File: config.mk
export PLATFORM = sky130hd
export DESIGN_NAME = dtmf_digit_buffer
export DESIGN_NICKNAME = d
export VERILOG_FILES = /design/src/rtl/dtmf_pkg.sv /design/src/rtl/dtmf_sync2.sv /design/src/rtl/dtmf_digit_buffer.sv
export SDC_FILE = /design/constraint.sdc
export NUM_CORES = 1
export LEC_CHECK = 0
export CAP_MARGIN = 20
export CORE_UTILIZATION = 55
export CTS_BUF_LIST = sky130_fd_sc_hd__clkbuf_4 sky130_fd_sc_hd__clkbuf_8
export DETAILED_ROUTE_END_ITERATION = 10
export HOLD_SLACK_MARGIN = 0.1
export PLACE_DENSITY = 0.81
export SLEW_MARGIN = 25
export SYNTH_ARGS = -nofsm -noshare
export SYNTH_HDL_FRONTEND = slang
export SYNTH_HIERARCHICAL = 1
export SYNTH_SLANG_ARGS = --single-unit
File: constraint.sdc
create_clock -name clk -period 3.2 [get_ports clk]
set_clock_uncertainty 0.05 [all_clocks]
set_input_delay 0.32 -clock clk [delete_from_list [all_inputs] [get_ports clk]]
set_output_delay 0.32 -clock clk [all_outputs]
set_load 0.05 [all_outputs]
File: src/rtl/dtmf_pkg.sv
// Shared definitions for the DTMF digit buffer: marker default, gap FSM
// states and the receiver's digit-code encoding.
package dtmf_pkg;

  // End-of-string marker appended after the inter-digit silence.
  localparam logic [7:0] EOS_CODE_DEFAULT = 8'hFF;

  // Gap FSM: IDLE has no open string, COLLECT times the silence.
  typedef enum logic {
    IDLE    = 1'b0,
    COLLECT = 1'b1
  } gap_state_e;

  // Digit codes as presented on the receiver's tdigit bus.
  typedef enum logic [7:0] {
    DTMF_0    = 8'h00,
    DTMF_1    = 8'h01,
    DTMF_2    = 8'h02,
    DTMF_3    = 8'h03,
    DTMF_4    = 8'h04,
    DTMF_5    = 8'h05,
    DTMF_6    = 8'h06,
    DTMF_7    = 8'h07,
    DTMF_8    = 8'h08,
    DTMF_9    = 8'h09,
    DTMF_STAR = 8'h0A,
    DTMF_HASH = 8'h0B,
    DTMF_A    = 8'h0C,
    DTMF_B    = 8'h0D,
    DTMF_C    = 8'h0E,
    DTMF_D    = 8'h0F
  } dtmf_code_e;

  // True when a byte is one of the sixteen receiver digit codes.
  function automatic logic is_dtmf_code(input logic [7:0] code);
    return (code <= 8'h0F);
  endfunction

endpackage

File: src/rtl/dtmf_sync2.sv
// Generic two-flop synchroniser for signals arriving from another clock
// domain. Output is valid two clk edges after the input settles.
module dtmf_sync2 #(
  parameter int unsigned W = 1
) (
  input  logic         clk,
  input  logic         reset,
  input  logic [W-1:0] d_i,
  output logic [W-1:0] q_o
);

  logic [W-1:0] meta_q;
  logic [W-1:0] sync_q;

  // First stage may go metastable; second stage gives it a full cycle to settle.
  always_ff @(posedge clk or posedge reset) begin
    if (reset) begin
      meta_q <= '0;
      sync_q <= '0;
    end else begin
      // NOTE: non-blocking so both stages sample pre-edge values and form a real two-stage chain.
      meta_q <= d_i;
      sync_q <= meta_q;
    end
  end

  assign q_o = sync_q;

endmodule

File: src/rtl/dtmf_digit_buffer.sv
// DTMF digit buffer: resynchronises the receiver's digit strobe, queues each
// digit in a first-word-fall-through FIFO and appends an end-of-string
// marker after a configurable silence. The host drains with rd_en.
module dtmf_digit_buffer
  import dtmf_pkg::*;
#(
  parameter int unsigned   DEPTH      = 8,
  parameter int unsigned   AW         = 3,
  parameter int unsigned   TW         = 16,
  parameter logic [TW-1:0] GAP_CYCLES = TW'(4000),
  parameter logic [7:0]    EOS_CODE   = EOS_CODE_DEFAULT
) (
  input  logic        clk,
  input  logic        reset,
  input  logic [7:0]  tdigit,
  input  logic        tdigit_flag,
  input  logic        rd_en,
  input  logic        clr_ovf,
  output logic [7:0]  rd_data,
  output logic        rd_valid,
  output logic [AW:0] count,
  output logic        overflow,
  output logic        eos
);

  localparam logic [AW:0]   FULL_COUNT = (AW+1)'(DEPTH);
  localparam logic [TW-1:0] GAP_LAST   = GAP_CYCLES - 1'b1;

  // --------------------------------------------------------------------------
  // Flag input path: synchronise, then detect the rising edge.
  // --------------------------------------------------------------------------
  logic flag_sync;
  logic flag_prev_q;
  logic digit_rise;

  dtmf_sync2 #(
    .W (1)
  ) u_flag_sync (
    .clk   (clk),
    .reset (reset),
    .d_i   (tdigit_flag),
    .q_o   (flag_sync)
  );

  // Remember the last synchronised flag level for edge detection.
  always_ff @(posedge clk or posedge reset) begin
    if (reset) begin
      flag_prev_q <= 1'b0;
    end else begin
      flag_prev_q <= flag_sync;
    end
  end

  // tdigit has been stable for two cycles by the time the edge is seen, so
  // it is sampled directly without its own synchroniser.
  assign digit_rise = flag_sync & ~flag_prev_q;

  // --------------------------------------------------------------------------
  // Gap timer FSM.
  // --------------------------------------------------------------------------
  gap_state_e  state_q;
  logic [TW-1:0] timer_q;
  logic        eos_q;
  logic        marker_fire;

  // A digit arriving on the expiry cycle wins: it restarts the timer instead.
  assign marker_fire = (state_q == COLLECT) && !digit_rise && (timer_q == GAP_LAST);

  // Opens a string on a digit; closes it with a marker after GAP_CYCLES of silence.
  always_ff @(posedge clk or posedge reset) begin
    if (reset) begin
      state_q <= IDLE;
      timer_q <= '0;
      eos_q   <= 1'b0;
    end else begin
      eos_q <= 1'b0;
      case (state_q)
        IDLE: begin
          timer_q <= '0;
          if (digit_rise) begin
            state_q <= COLLECT;
          end
        end
        COLLECT: begin
          if (digit_rise) begin
            timer_q <= '0;
          end else if (timer_q == GAP_LAST) begin
            // eos pulses even if the marker itself is dropped at full.
            timer_q <= '0;
            state_q <= IDLE;
            eos_q   <= 1'b1;
          end else begin
            timer_q <= timer_q + 1'b1;
          end
        end
        default: begin
          state_q <= IDLE;
          timer_q <= '0;
        end
      endcase
    end
  end

  // --------------------------------------------------------------------------
  // FIFO control.
  // --------------------------------------------------------------------------
  logic [7:0]    mem_q [DEPTH];
  logic [AW-1:0] wr_ptr_q, wr_ptr_d;
  logic [AW-1:0] rd_ptr_q, rd_ptr_d;
  logic [AW:0]   count_q,  count_d;
  logic          ovf_q,    ovf_d;

  logic       fifo_empty;
  logic       fifo_full;
  logic       push_req;
  logic [7:0] push_data;
  logic       pop_ok;
  logic       push_ok;
  logic       push_drop;

  assign fifo_empty = (count_q == '0);
  assign fifo_full  = (count_q == FULL_COUNT);
  assign push_req   = digit_rise | marker_fire;
  assign push_data  = digit_rise ? tdigit : EOS_CODE;

  // A pop on empty is ignored; a pop at full frees the slot for a same-cycle push.
  assign pop_ok    = rd_en && !fifo_empty;
  assign push_ok   = push_req && (!fifo_full || pop_ok);
  assign push_drop = push_req && !push_ok;

  // Next-state for pointers, occupancy and the sticky overflow flag.
  always_comb begin
    // NOTE: every next-state defaults to its current value first, so no branch can infer a latch.
    wr_ptr_d = wr_ptr_q;
    rd_ptr_d = rd_ptr_q;
    count_d  = count_q;
    ovf_d    = ovf_q;

    if (push_ok) begin
      wr_ptr_d = wr_ptr_q + 1'b1;
    end
    if (pop_ok) begin
      rd_ptr_d = rd_ptr_q + 1'b1;
    end

    case ({push_ok, pop_ok})
      2'b10:   count_d = count_q + 1'b1;
      2'b01:   count_d = count_q - 1'b1;
      default: count_d = count_q;
    endcase

    // A set in the same cycle as a clear keeps the flag high.
    if (push_drop) begin
      ovf_d = 1'b1;
    end else if (clr_ovf) begin
      ovf_d = 1'b0;
    end
  end

  // Pointer, occupancy and overflow registers.
  always_ff @(posedge clk or posedge reset) begin
    if (reset) begin
      wr_ptr_q <= '0;
      rd_ptr_q <= '0;
      count_q  <= '0;
      ovf_q    <= 1'b0;
    end else begin
      wr_ptr_q <= wr_ptr_d;
      rd_ptr_q <= rd_ptr_d;
      count_q  <= count_d;
      ovf_q    <= ovf_d;
    end
  end

  // Storage write port.
  // NOTE: the array has no reset; count_q gates every read, so stale contents are never visible.
  always_ff @(posedge clk) begin
    if (push_ok) begin
      mem_q[wr_ptr_q] <= push_data;
    end
  end

  // --------------------------------------------------------------------------
  // Outputs: head entry falls through combinationally.
  // --------------------------------------------------------------------------
  assign rd_data  = fifo_empty ? 8'h00 : mem_q[rd_ptr_q];
  assign rd_valid = !fifo_empty;
  assign count    = count_q;
  assign overflow = ovf_q;
  assign eos      = eos_q;

endmodule

### Yosys cells after proc, flatten, opt, wreduce, memory -nomap -nowiden

Memory sizes are Yosys's and may differ from the RTL's.
Cells that the tools add are included.

* add/sub/neg operators: 5
* equal/unequal tests: 4
* multiplexer cells: 17
* bitwise logic cells: 4
* reduce and logical (&&, ||, !) cells: 13

Operators with widths (count)
* two-way mux 16 bit: 2
* case mux 16 bit (2 select lines): 1
* adder 16 x 1 -> 16 bit (second input constant): 1
* equality test 16 x 12 -> 1 bit (second input constant): 1
* two-way mux 8 bit: 2
* two-way mux 1 bit: 10
* case mux 4 bit (2 select lines): 1
* adder 3 x 1 -> 3 bit (second input constant): 2
* logical AND 1 bit: 5
* adder 4 x 1 -> 4 bit (second input constant): 1
* equality test 4 bit (second input constant): 1
* zero test 1 bit: 4
* zero test 4 bit: 1
* nonzero test 2 bit: 2
* subtractor 4 x 1 -> 4 bit (second input constant): 1
* equality test 2 x 1 -> 1 bit (second input constant): 1
* equality test 2 bit (second input constant): 1
* NOT 1 bit: 2
* case mux 1 bit (2 select lines): 1
* bitwise AND 1 bit: 1
* logical OR 1 bit: 1
* OR 1 bit: 1

* register bits after elaboration: 32
* RAM bits: 64
* output and inout bits: 15
* logic and storage cells: 54
* memories kept: 1

Memory list
* mem_q: words 8, bits a word 8, read ports 1, clocked after memory_dff 0, write ports 1, line dtmf_digit_buffer.sv:107 `logic [7:0] mem_q [DEPTH];`

### Depth between registers and ports, before layout

Gate-level depths: netlist of the first run.

* word-level depth: 10
* depth in mapped cells: 14

### Cells and area by module

Netlist of the first run, hierarchy kept.

By module, submodules not included
* dtmf_digit_buffer: times used 1, cells an instance 283, area an instance 4126.5 um^2, sequential area each 2672.6 um^2
* dtmf_sync2: times used 1, cells an instance 3, area an instance 53.8 um^2, sequential area each 50.0 um^2

### Worst setup path after synthesis of the first run

No wires, ideal clock.

* path type: register to register
* from: reg count_q[1] (netlist: count[1])
* to: reg count_q[3] (netlist: count[3])
* library setup time: 85 ps
* arrival time: 2874 ps
* path slack: 191 ps
* cell stages (with the launch flop): 13
* path buffers: 0
* clock period less this slack: 3009 ps
* cells stage by stage: dfrtp_1 -> or3_1 -> nor2_1 -> inv_1 -> and2_1 -> nand2_1 -> inv_1 -> ha_1 -> a21o_1 -> a21oi_1 -> and3_1 -> a21oi_1 -> o22ai_1

* cells in the longest elaborated chain, start to end: 7
* elaborated cells on any way between the ends: 13
* classes of those cells: add/sub (2); eq/ne (3); mux (1); reduce/logical (7)

Ends and longest elaborated chain
* from (decl): line dtmf_digit_buffer.sv:110 `logic [AW:0] count_q, count_d;`
* from (signal assigned): line dtmf_digit_buffer.sv:170 `count_q <= count_d;`
* zero test 4 bit *: line dtmf_digit_buffer.sv:121 `assign fifo_empty = (count_q == '0);`
* zero test 1 bit *
* net rd_valid: line dtmf_digit_buffer.sv:20 `output logic rd_valid,`
* logical AND 1 bit *: line dtmf_digit_buffer.sv:127 `assign pop_ok = rd_en && !fifo_empty;`
* logical OR 1 bit: line dtmf_digit_buffer.sv:128 `assign push_ok = push_req && (!fifo_full || pop_ok);`
* logical AND 1 bit: line dtmf_digit_buffer.sv:128
* equality test 2 x 1 -> 1 bit / equality test 2 bit (equally long branches): line dtmf_digit_buffer.sv:146 `case ({push_ok, pop_ok})`
* case mux 4 bit (2 select lines) / nonzero test 2 bit (equally long branches)

The timed path passes the listed nets; every way through them passes the cells marked *.
A chain may end at the register's enable or synchronous reset.

### Final worst setup path of the first run

* from: reg timer_q[0]
* to: reg count_q[3] (netlist: count[3])

* cells in the longest elaborated chain, start to end: 6
* elaborated cells on any way between the ends: 8
* classes of those cells: eq/ne (3); mux (1); bitwise (1); reduce/logical (3)

Ends and longest elaborated chain
* from (decl): line dtmf_digit_buffer.sv:62 `logic [TW-1:0] timer_q;`
* from (signal assigned): line dtmf_digit_buffer.sv:93 `timer_q <= timer_q + 1'b1;`
* equality test 16 x 12 -> 1 bit *: line dtmf_digit_buffer.sv:67 `assign marker_fire = (state_q == COLLECT) && !digit_rise && (timer_q == GAP_LAST);`
* logical AND 1 bit *: line dtmf_digit_buffer.sv:67
* OR 1 bit *: line dtmf_digit_buffer.sv:123 `assign push_req = digit_rise | marker_fire;`
* logical AND 1 bit *: line dtmf_digit_buffer.sv:128
* equality test 2 x 1 -> 1 bit / equality test 2 bit (equally long branches): line dtmf_digit_buffer.sv:146
* case mux 4 bit (2 select lines) / nonzero test 2 bit (equally long branches)

Every way passes the cells marked *; elsewhere a longest branch is shown, timed or not.

==> results of run 1 <==
power groups by stage:
stage               combinational [µW]  clock (µW)  sequential [µW]
floorplan                         1150           0             1670
global placement                  1610           0             1650
detailed placement                1640           0             1660
CTS                               1650         725             1630
global route                      1760         773             1650
finish                            1640         712             1630
cell type report:
| type | instances | area, µm² | area share, % |
|---|---|---|---|
| sequential | 96 | 2720 | 56.4 |
| clock inverter | 7 | 55.1 | 1.14 |
| multi-input combinational | 167 | 1380 | 28.5 |
| timing repair buffer | 42 | 385 | 7.98 |
| tap | 99 | 124 | 2.57 |
| inverter | 11 | 41.3 | 0.855 |
| clock buffer | 9 | 124 | 2.57 |
logic make-up (layout without fill, tap and decap cells):
logic type / count (synthesis) / after routing / share of synthesized area, %
fa+ha+maj: 6 / 6 / 1.98
compound gates: 15 / 15 / 2.27
xor+xnor: 20 / 20 / 4.37
mux: 27 / 27 / 11.3
buf+inv: 23 / 69 / 2.33
simple gates: 99 / 99 / 12.6
flops: 96 / 96 / 65.1
state kept, by name (all words and copies together) (netlist names):
register,flops
timer_q,16
flag_prev_q,1
mem_q,64
rd_ptr_q,3
count,4
u_flag_sync/meta_q,1
state_q,1
overflow,1
wr_ptr_q,3
eos,1
u_flag_sync/q_o,1
repair_timing:
item                                   4_1_cts  5_1_grt
setup endpoints to repair                    0        1
endpoints found under the hold margin        2        0
hold buffers                                 1        0
resized for setup                            0        1
metal layers:
metal	GRT usage (%)	wire length, µm
met5	0	0
met4	8.80	115
met2	33.7	3730
met1	26.0	3010
met3	3.32	391
layout by cell type (no fill, tap or decap), drive strengths merged, types with 4 or more instances in the layout:
cell type | Yosys | routed
edfxtp | 64 | 64
nor2 | 33 | 33
dfrtp | 32 | 32
clkdlybuf4s50 | 0 | 27
nand2 | 17 | 17
mux4 | 16 | 16
buf | 7 | 14
inv | 11 | 13
xnor2 | 11 | 11
nand2b | 10 | 10
mux2i | 10 | 10
nand3 | 9 | 9
xor2 | 9 | 9
clkbuf | 5 | 9
nand4 | 6 | 6
ha | 5 | 5
nor3 | 4 | 4
a21oi | 4 | 4
critical path: cells and delay by family (launching register included):
kind	cells	cell delay, ns
compound gates	4	0.62
fa+ha+maj	2	0.53
buf+inv	1	0.06
flops	1	0.41
simple gates	5	1.17
path summary, 6_finish.rpt:
path	from	endpoint	slack, ns
setup reg to reg	timer_q[0]	count[3]	0.28
hold reg to reg	u_flag_sync/meta_q	u_flag_sync/q_o	0.31
max in group asynchronous	reset	count[0]	1.95
setup / recovery	timer_q[0]	count[3]	0.28
hold / removal	u_flag_sync/meta_q	u_flag_sync/q_o	0.31
min in group asynchronous	reset	u_flag_sync/q_o	0.64
metrics by stage:
step	hold WS (ns)	power (µW)	util (%)
floorplan	0.0112	2830	-
global placement	0.284	3260	63.6
detailed placement	0.287	3300	63.6
CTS	0.308	4010	66.2
global route	0.329	4180	66.2
finish	0.314	3990	66.2
==> summary.md, run 1 <==
### Outcome
* status: finished, final reports clean

### CTS
* CTS sink cnt: 96
* CTS H-Tree Depth: 3
* clock root buffer master: sky130_fd_sc_hd__clkbuf_8
* CTS tree: built
* buffer levels on the longest clock path: 2
* clk_lat worst skew: 0.35 ns
* setup repair bufs after CTS: 0
* number of buffers inserted during clock tree synthesis: 9
* clock-pin transition on the worst setup and hold timing paths: 0.09 ns

### Power
* switching power total: 1540 µW
* sequential share of power: 41.0%
* worst vdd ir: 0.285 mV
* static leakage: 0.00175 µW
* cell-internal power: 2440 µW
* Clock Power Share: 17.9%
* Pwr per Cell Area: 825 nW/µm²
* sw frac: 38.7%
* Logic pwr share: 41.1%

### Worst setup path
* most numerous cell on the critical path: sky130_fd_sc_hd__ha_1
* stage delay of the slowest cell on the critical path: 0.54 ns
* WP data required: 3.42 ns
* depth of the worst register-to-register path: 12
* critical setup path kind: register to register
* Worst setup SP type: register
* crit path max-delay cell type: sky130_fd_sc_hd__or4b_1
* data arrival time of the critical path: 3.15 ns
* worst-path fanout max: 7
* crit-path cells: ha_1, nand4b_1, or4b_1, and2_4, nand2_1, inv_1, ha_1, a21o_1, a21oi_2, and3_1, a21oi_1, o22ai_1
* Critical Path End Type: register

### Routing
* average via count per standard cell: 5.59
* DRC violations left: 0
* iteration-0 DRC count of the detailed router: 161
* number of detailed-routing iterations run before antenna repair: 4
* total wire length after detailed routing: 7250 µm
* post-detailed-route count of antenna-violating nets: 0
* vias after detailed routing: 2,408
* mean routed wirelength per cell: 16.8 µm

### Timing
* Final Slew Violations: 0
* minimum period implied by the final worst setup slack: 2.92 ns
* smallest setup slack after layout: 0.275 ns
* slew of the pin with the lowest slew margin: 0.797 ns
* final setup violation count: 0
* Final Hold Fails: 0
* RSZ-0062 raised after global routing: no
* final worst-path cycle share: 91.4%
* Max transition margin: 46.7%
* setup_tns: 0 ns
* Fmax: 342 MHz

### Floorplanning
* count of pins on the block boundary: 28
* effective utilization at floorplan: 57.3%
* vertical die dimension: 89.2 µm
* Placement Rows: 31
* Core ar.: 7290 µm²
* die width: 89.2 µm
* overall die area: 7950 µm²

### Place
* minimum setup slack after placement: 0.222 ns
* placer's final routability congestion estimate: 0.814
* final HPWL from detailed placement: 4820 µm
* input/output buffers: 27
* total placed instance area: 4640 µm²
* number of placed cells counting well taps: 414

### Cells and area
* Final nets: 346
* antenna cells: 0
* cell area after layout: 4830 µm²
* count of fill cells added during filler insertion: 549
* share of final-layout standard cells stronger than drive strength 1: 16.6%
* non-filler instance count after layout: 431
* area added between synthesis and finish: 15.5%

### GRT
* global-route wire length before repair: 11,300 µm
* total overflow reported by the global router: 0
* maximum number of pins on one net before global-route repair: 31
* overall global routing resource usage: 20.0%
* number of antenna violations at the first check in global routing: 0
* vias in the first global route: 2,320

### Synthesis
* synth unique cells: 45
* Synth Cell Area: 4180 µm²
* biggest area consumer among synthesized cells: sky130_fd_sc_hd__edfxtp_1
* fraction of the yosys area taken by sequential cells: 65.1%
* list of most frequent post-synthesis cells: sky130_fd_sc_hd__edfxtp_1, sky130_fd_sc_hd__nor2_1, sky130_fd_sc_hd__dfrtp_1, sky130_fd_sc_hd__mux4_2, sky130_fd_sc_hd__nand2_1
* number of synthesized register bits: 96
* Yosys Warn Count: 6
* cell with the most instances after synthesis: sky130_fd_sc_hd__edfxtp_1
* synthesized area per cell: 14.6 µm²
* number of enable flip-flop cells after synthesis: 64
* most area-consuming cells after synthesis: sky130_fd_sc_hd__edfxtp_1, sky130_fd_sc_hd__dfrtp_1, sky130_fd_sc_hd__mux4_2, sky130_fd_sc_hd__nor2_1, sky130_fd_sc_hd__mux2i_1
* share of synthesized flip-flops with an asynchronous set or reset: 33.3%
* area share of the largest cell type after synthesis: 46.0%
* most used flip-flop cell after synthesis: sky130_fd_sc_hd__edfxtp_1
* instance count of the mapped netlist: 286
* Synthesized Nets: 305

### Job
* number of max-capacitance violations reported: 0

### Worst hold path
* hold path cells: 0
* Hold Path Class: register to register

(Power assumes the default switching activity.)
==> run 2, diff against run 1 <==
CORE_UTILIZATION = 53   (was 55)
CTS_BUF_LIST = not set   (was sky130_fd_sc_hd__clkbuf_4 sky130_fd_sc_hd__clkbuf_8)
GPL_TIMING_DRIVEN = 0   (was not set)
PLACE_DENSITY = 0.79   (was 0.81)
==> run 2 against run 1 <==
Fmax shrank 4.5%. Flip-flop and latch count is the same. Worst hold slack gained 0.010 ns. Utilization shrank 2.6 points. Non-clock buffer count grew 2. Critical path type unchanged. Largest cell class unchanged. Highest routed layer unchanged.
==> summary.md, run 2 (synthesis gave the netlist of run 1 again) <==
### Routing
* iteration-0 DRC count of the detailed router: 120, -25%
* number of detailed-routing iterations run before antenna repair: 4, unchanged
* total wire length after detailed routing: 7660 µm, +5.8%
* post-detailed-route count of antenna-violating nets: 0, unchanged
* mean routed wirelength per cell: 17.6 µm, +4.5%
* average via count per standard cell: 5.58, -0.16%
* DRC violations left: 0, unchanged
* vias after detailed routing: 2,432, +1.0%

### GRT
* number of antenna violations at the first check in global routing: 0, unchanged
* maximum number of pins on one net before global-route repair: 31, unchanged
* overall global routing resource usage: 20.8%, +0.74 points
* global-route met2 utilization: 32.6%, -1.1 points
* met3 GRT Util: 4.97%, +1.6 points
* total overflow reported by the global router: 0, unchanged
* global-route wire length before repair: 12,600 µm, +12%
* layer carrying the most global-route usage: met2
* vias in the first global route: 2,469, +6.4%
* met1 capacity usage during global routing: 27.9%, +1.9 points

### Power
* static leakage: 0.00177 µW, +0.99%
* total power: 4070 µW, +2.0%
* Pwr per Cell Area: 831 nW/µm², +0.71%
* worst vdd ir: 0.418 mV, +46%

### Cells and area
* number of flip-flops under the largest register name: 64, unchanged
* leading cell type in the layout, fill and taps excluded: sky130_fd_sc_hd__edfxtp_1
* antenna cells: 0, unchanged
* area added between synthesis and finish: 17.0%
* final core utilization: 63.6%, -2.6 points
* Final nets: 348, +0.58%
* non-filler instance count after layout: 436, +1.2%
* share of final-layout standard cells stronger than drive strength 1: 17.7%, +1.1 points
* cell area after layout: 4890 µm², +1.3%
* highest-count cells in the layout ignoring fill and taps: sky130_fd_sc_hd__edfxtp_1, sky130_fd_sc_hd__nor2_1, sky130_fd_sc_hd__dfrtp_1, sky130_fd_sc_hd__clkdlybuf4s50_1, sky130_fd_sc_hd__mux4_2
* top register by number of flip-flops: mem_q

### Floorplanning
* Core ar.: 7690 µm², +5.4%
* effective utilization at floorplan: 54.4%, -2.9 points
* die width: 90.8 µm, +1.8%
* vertical die dimension: 90.8 µm, +1.8%
* count of pins on the block boundary: 28, unchanged
* overall die area: 8250 µm², +3.7%
* Placement Rows: 32, +3.2%

### Timing
* Final Slew Violations: 0, unchanged
* slew of the pin with the lowest slew margin: 0.902 ns, +0.105 ns
* final setup violation count: 0, unchanged
* Final Hold Fails: 0, unchanged
* Max transition margin: 39.6%, -7.1 points
* Fmax: 327 MHz, -4.5%
* minimum period implied by the final worst setup slack: 3.06 ns, +0.138 ns
* setup_tns: 0 ns, unchanged
* RSZ-0062 raised after global routing: no
* final worst-path cycle share: 95.7%, +4.3 points

### Worst setup path
* Critical Path End Type: register
* worst-path fanout max: 7, unchanged
* critical setup path kind: register to register
* Worst setup SP type: register
* crit path max-delay cell type: sky130_fd_sc_hd__or4b_1
* WP data required: 3.45 ns, +0.03 ns
* stage delay of the slowest cell on the critical path: 0.52 ns, -0.02 ns
* category of cells accounting for the largest share of critical-path delay: simple AND/OR/NAND/NOR gates
* number of buffer and inverter stages on the critical path: 3, +2
* data arrival time of the critical path: 3.31 ns, +0.16 ns
* crit-path cells: ha_4, nand4b_1, or4b_1, buf_2, and2_4, buf_6, nand2_1, inv_1, ha_1, a21o_1, a21oi_4, and3_1, a21oi_1, o22ai_1

### CTS
* clock root buffer master: sky130_fd_sc_hd__clkbuf_8
* CTS sink cnt: 96, unchanged
* clk_lat worst skew: 0.37 ns, +0.02 ns
* buffer levels on the longest clock path: 2, unchanged
* setup repair bufs after CTS: 0, unchanged
* CTS tree: built
* CTS H-Tree Depth: 3, unchanged
* number of buffers inserted during clock tree synthesis: 9, unchanged
* clock-pin transition on the worst setup and hold timing paths: 0.09 ns, about the same

### Job
* number of max-capacitance violations reported: 0, unchanged

### Place
* input/output buffers: 27, unchanged
* placer's final routability congestion estimate: 0.803, -1.4%
* final HPWL from detailed placement: 5180 µm, +7.5%
* number of placed cells counting well taps: 420, +1.4%
* total placed instance area: 4650 µm², +0.30%

### Worst hold path
* Hold Path Class: register to register

### Outcome
* status: finished, final reports clean

==> run 2: changes by cell type in the layout (fill, tap and decap cells not counted), sizes merged, moves of 3 or more <==
cell           delta
clkbuf            +5
buf               -3
dlygate4sd2       +7
clkdlybuf4s50     -8
==> run 2: power by group <==
group | internal (µW) | switching [µW] | total, µW
Sequential | 1470 | 150 | 1620
Clock | 368 | 432 | 800
Combinational | 637 | 1010 | 1650
==> run 2: metrics by stage <==
stage / setup slack [ns] / hold slack, ns
floorplan: 0.191 / 0.0112
global placement: -0.628 / 0.288
detailed placement: -0.0827 / 0.302
CTS: 0.0198 / 0.323
global route: 0.00832 / 0.333
finish: 0.138 / 0.324
==> run 2: what timing repair did <==
item | CTS | global route
pin swaps | 0 | 1
setup endpoints to repair | 9 | 10
endpoints found under the hold margin | 2 | 0
gates resized for setup | 11 | 5
hold buffers | 1 | 0
==> run 2: routing by layer <==
layer	part of all wire, %	vias up
met3	5.3	15
li1	-	1138
met2	49	73
met1	43	1206
met4	2.4	0
met5	0	-
==> run 2: path summary, 6_finish.rpt <==
kind | from | end | slack, ns | cells after the start
worst max-delay path | timer_q[1] | count[3] | 0.14 | 14
worst min-delay path | u_flag_sync/meta_q | u_flag_sync/q_o | 0.32 | 0
worst max register to register | timer_q[1] | count[3] | 0.14 | 14
worst min register to register | u_flag_sync/meta_q | u_flag_sync/q_o | 0.32 | 0
max in group asynchronous | reset | timer_q[0] | 1.78 | 3
min in group asynchronous | reset | u_flag_sync/q_o | 0.66 | 3
==> run 2: layout make-up <==
type,count,area [µm²]
fill,563,2800
clock inverter,7,81.3
inverter,11,41.3
buffer,11,56.3
multi-input combinational,167,1430
sequential,96,2720
clock buffer,9,124
timing repair buffer,33,307
tap,102,128
==> run 3, diff against run 2 <==
PLACE_DENSITY = 0.88   (was 0.79)
REMOVE_ABC_BUFFERS = 1   (was not set)
==> run 3 against run 2 <==
Worst setup slack improved by 0.017 ns. Clock power grew 1%. Combinational power shrank 8%. Sequential power is 8% higher. Critical path type is now register to output port. Design area is 1.6% lower. Power up 0.29%. Worst hold slack lost 0.19 ns. Register-to-register slack improved by 0.03 ns. Final cell count is 3.2% lower. Flip-flop and latch count unchanged. Critical path depth shrank 10.
==> summary.md, run 3 (synthesis gave the netlist of run 1 again) <==
### Worst setup path
* worst-path fanout max: 18, +11
* Critical Path End Type: output port
* Worst setup SP type: register
* data arrival time of the critical path: 2.68 ns, -0.63 ns
* critical setup path kind: register to output port
* WP data required: 2.83 ns, -0.62 ns

### CTS
* CTS tree: built
* clock-pin transition on the worst setup and hold timing paths: 0.09 ns, about the same
* total of hold buffers inserted after clock tree synthesis: 0, -1
* number of buffers inserted during clock tree synthesis: 9, unchanged
* clk_lat worst skew: 0.35 ns, -0.02 ns
* buffer levels on the longest clock path: 2, unchanged
* post_cts resized: 3, -8
* clock root buffer master: sky130_fd_sc_hd__clkbuf_8
* setup repair bufs after CTS: 0, unchanged
* CTS H-Tree Depth: 3, unchanged
* CTS sink cnt: 96, unchanged

### Worst hold path
* Hold Path Class: input port to async pin

### Floorplanning
* count of pins on the block boundary: 28, unchanged
* Placement Rows: 32, unchanged
* overall die area: 8250 µm², unchanged
* vertical die dimension: 90.8 µm, unchanged
* Core ar.: 7690 µm², unchanged
* effective utilization at floorplan: 54.4%, unchanged
* die width: 90.8 µm, unchanged

### Power
* Clock Power Share: 19.9%, +0.2 points
* switching power total: 1570 µW, -1.4%
* worst vdd ir: 0.281 mV, -33%
* Logic pwr share: 37.2%, -3.3 points
* static leakage: 0.00171 µW, -3.2%
* sequential share of power: 42.9%, +3.1 points
* cell-internal power: 2510 µW, +1.4%
* Pwr per Cell Area: 847 nW/µm², +2.0%
* sw frac: 38.5%, -0.65 points

### Job
* number of max-capacitance violations reported: 0, unchanged

### Routing
* iteration-0 DRC count of the detailed router: 207, +73%
* Routed met2 length: 3910 µm, +3.3%
* post-detailed-route count of antenna-violating nets: 0, unchanged
* total wire length after detailed routing: 7350 µm, -4.1%
* vias after detailed routing: 2,359, -3.0%
* mean routed wirelength per cell: 17.4 µm, -0.89%
* routed metal-1 wirelength: 3000 µm, -8.5%
* DRC violations left: 0, unchanged
* top routing layer used: met4
* number of detailed-routing iterations run before antenna repair: 4, unchanged
* wire length on met3: 319 µm, -22%
* average via count per standard cell: 5.59, +0.22%

### Cells and area
* top register by number of flip-flops: mem_q
* Final nets: 334, -4.0%
* non-filler instance count after layout: 422, -3.2%
* number of flip-flops under the largest register name: 64, unchanged
* count of fill cells added during filler insertion: 545, -3.2%
* share of final-layout standard cells stronger than drive strength 1: 16.9%, -0.79 points
* leading cell type in the layout, fill and taps excluded: sky130_fd_sc_hd__edfxtp_1
* antenna cells: 0, unchanged
* multi-input gate area in the final layout: 1420 µm², -1.0%
* area added between synthesis and finish: 15.1%
* Sequential Area: 2720 µm², unchanged
* highest-count cells in the layout ignoring fill and taps: sky130_fd_sc_hd__edfxtp_1, sky130_fd_sc_hd__nor2_1, sky130_fd_sc_hd__dfrtp_1, sky130_fd_sc_hd__clkdlybuf4s50_1, sky130_fd_sc_hd__mux4_2

### Timing
* Fmax: 328 MHz, +0.56%
* minimum period implied by the final worst setup slack: 3.05 ns, -0.0172 ns
* final worst-path cycle share: 95.2%, -0.54 points
* slew of the pin with the lowest slew margin: 0.883 ns, -0.0188 ns
* Final Hold Fails: 0, unchanged
* Final Slew Violations: 0, unchanged
* smallest setup slack after layout: 0.155 ns, +0.0172 ns
* RSZ-0062 raised after global routing: no
* final setup violation count: 0, unchanged
* Max transition margin: 40.9%, +1.3 points

### Place
* input/output buffers: 27, unchanged
* placer's final routability congestion estimate: 0.785, -2.3%
* number of placed cells counting well taps: 406, -3.3%
* minimum setup slack after placement: -0.292 ns, -0.210 ns
* final HPWL from detailed placement: 5030 µm, -3.1%

### GRT
* total overflow reported by the global router: 0, unchanged
* maximum number of pins on one net before global-route repair: 31, unchanged
* global-route wire length before repair: 12,100 µm, -3.8%
* number of antenna violations at the first check in global routing: 0, unchanged
* overall global routing resource usage: 19.5%, -1.2 points
* vias in the first global route: 2,429, -1.6%

### Outcome
* status: finished, final reports clean

## run 3: cell types whose count changed in the layout (fill, tap and decap cells not counted), moves of 2 or more
| cell | previous run | this run |
|---|---|---|
| sky130_fd_sc_hd__buf_1 | 2 | 0 |
| sky130_fd_sc_hd__buf_2 | 4 | 0 |
| sky130_fd_sc_hd__clkbuf_1 | 4 | 0 |
| sky130_fd_sc_hd__clkdlybuf4s50_1 | 19 | 27 |
| sky130_fd_sc_hd__clkinvlp_4 | 3 | 1 |
| sky130_fd_sc_hd__dlygate4sd2_1 | 7 | 0 |
## run 3: power groups by stage
stage               clock network (µW)  registers, µW  logic, µW
floorplan                            0           1770       1020
global placement                     0           1750       1450
detailed placement                   0           1780       1500
CTS                                820           1760       1520
global route                       870           1790       1610
finish                             811           1750       1520
## run 3: layout make-up
type | count | share of cell area [%]
Multi-Input combinational cell | 167 | 29.4
Sequential cell | 96 | 56.6
Tap cell | 102 | 2.65
Timing Repair Buffer | 30 | 6.08
Inverter | 11 | 0.858
Clock buffer | 9 | 2.57
Clock inverter | 7 | 1.79
## run 3: final timing paths
| path | startpoint | to | slack [ns] | cells past startpoint |
|---|---|---|---|---|
| hold / removal | reset | u_flag_sync/meta_q | 0.13 | 2 |
| min in group clk | u_flag_sync/meta_q | u_flag_sync/q_o | 0.31 | 0 |
| max in group asynchronous | reset | rd_ptr_q[0] | 2.29 | 2 |
| setup / recovery | rd_ptr_q[0] | rd_data[5] | 0.15 | 4 |
| setup reg to reg | timer_q[0] | count[3] | 0.17 | 12 |
| hold reg to reg | u_flag_sync/meta_q | u_flag_sync/q_o | 0.31 | 0 |
## run 3: critical path: stages, from the launching register on
cell and delay, ns:
sky130_fd_sc_hd__dfrtp_2 0.75, sky130_fd_sc_hd__mux4_2 0.59, sky130_fd_sc_hd__mux2i_1 0.20, sky130_fd_sc_hd__nor2_1 0.07, sky130_fd_sc_hd__clkdlybuf4s50_1 0.71
## run 3: per-layer routing
layer | up-vias | global-route usage [%]
met2 | 65 | 33.6
met1 | 1173 | 24.7
met5 | - | 0
li1 | 1110 | -
met4 | 0 | 8.47
met3 | 11 | 2.86
## run 3: metrics by stage
stage | hold slack [ns] | cell area, µm² | TNS [ns] | util [%] | total power (µW)
finish | 0.130 | 4810 | 0 | 62.6 | 4080
global route | 0.126 | 4810 | 0 | 62.6 | 4270
CTS | 0.121 | 4810 | 0 | 62.5 | 4100
detailed placement | 0.286 | 4580 | -0.292 | 59.6 | 3280
global placement | 0.282 | 4520 | -14.00 | 58.8 | 3200
floorplan | 0.0112 | 4120 | -0.238 | - | 2790
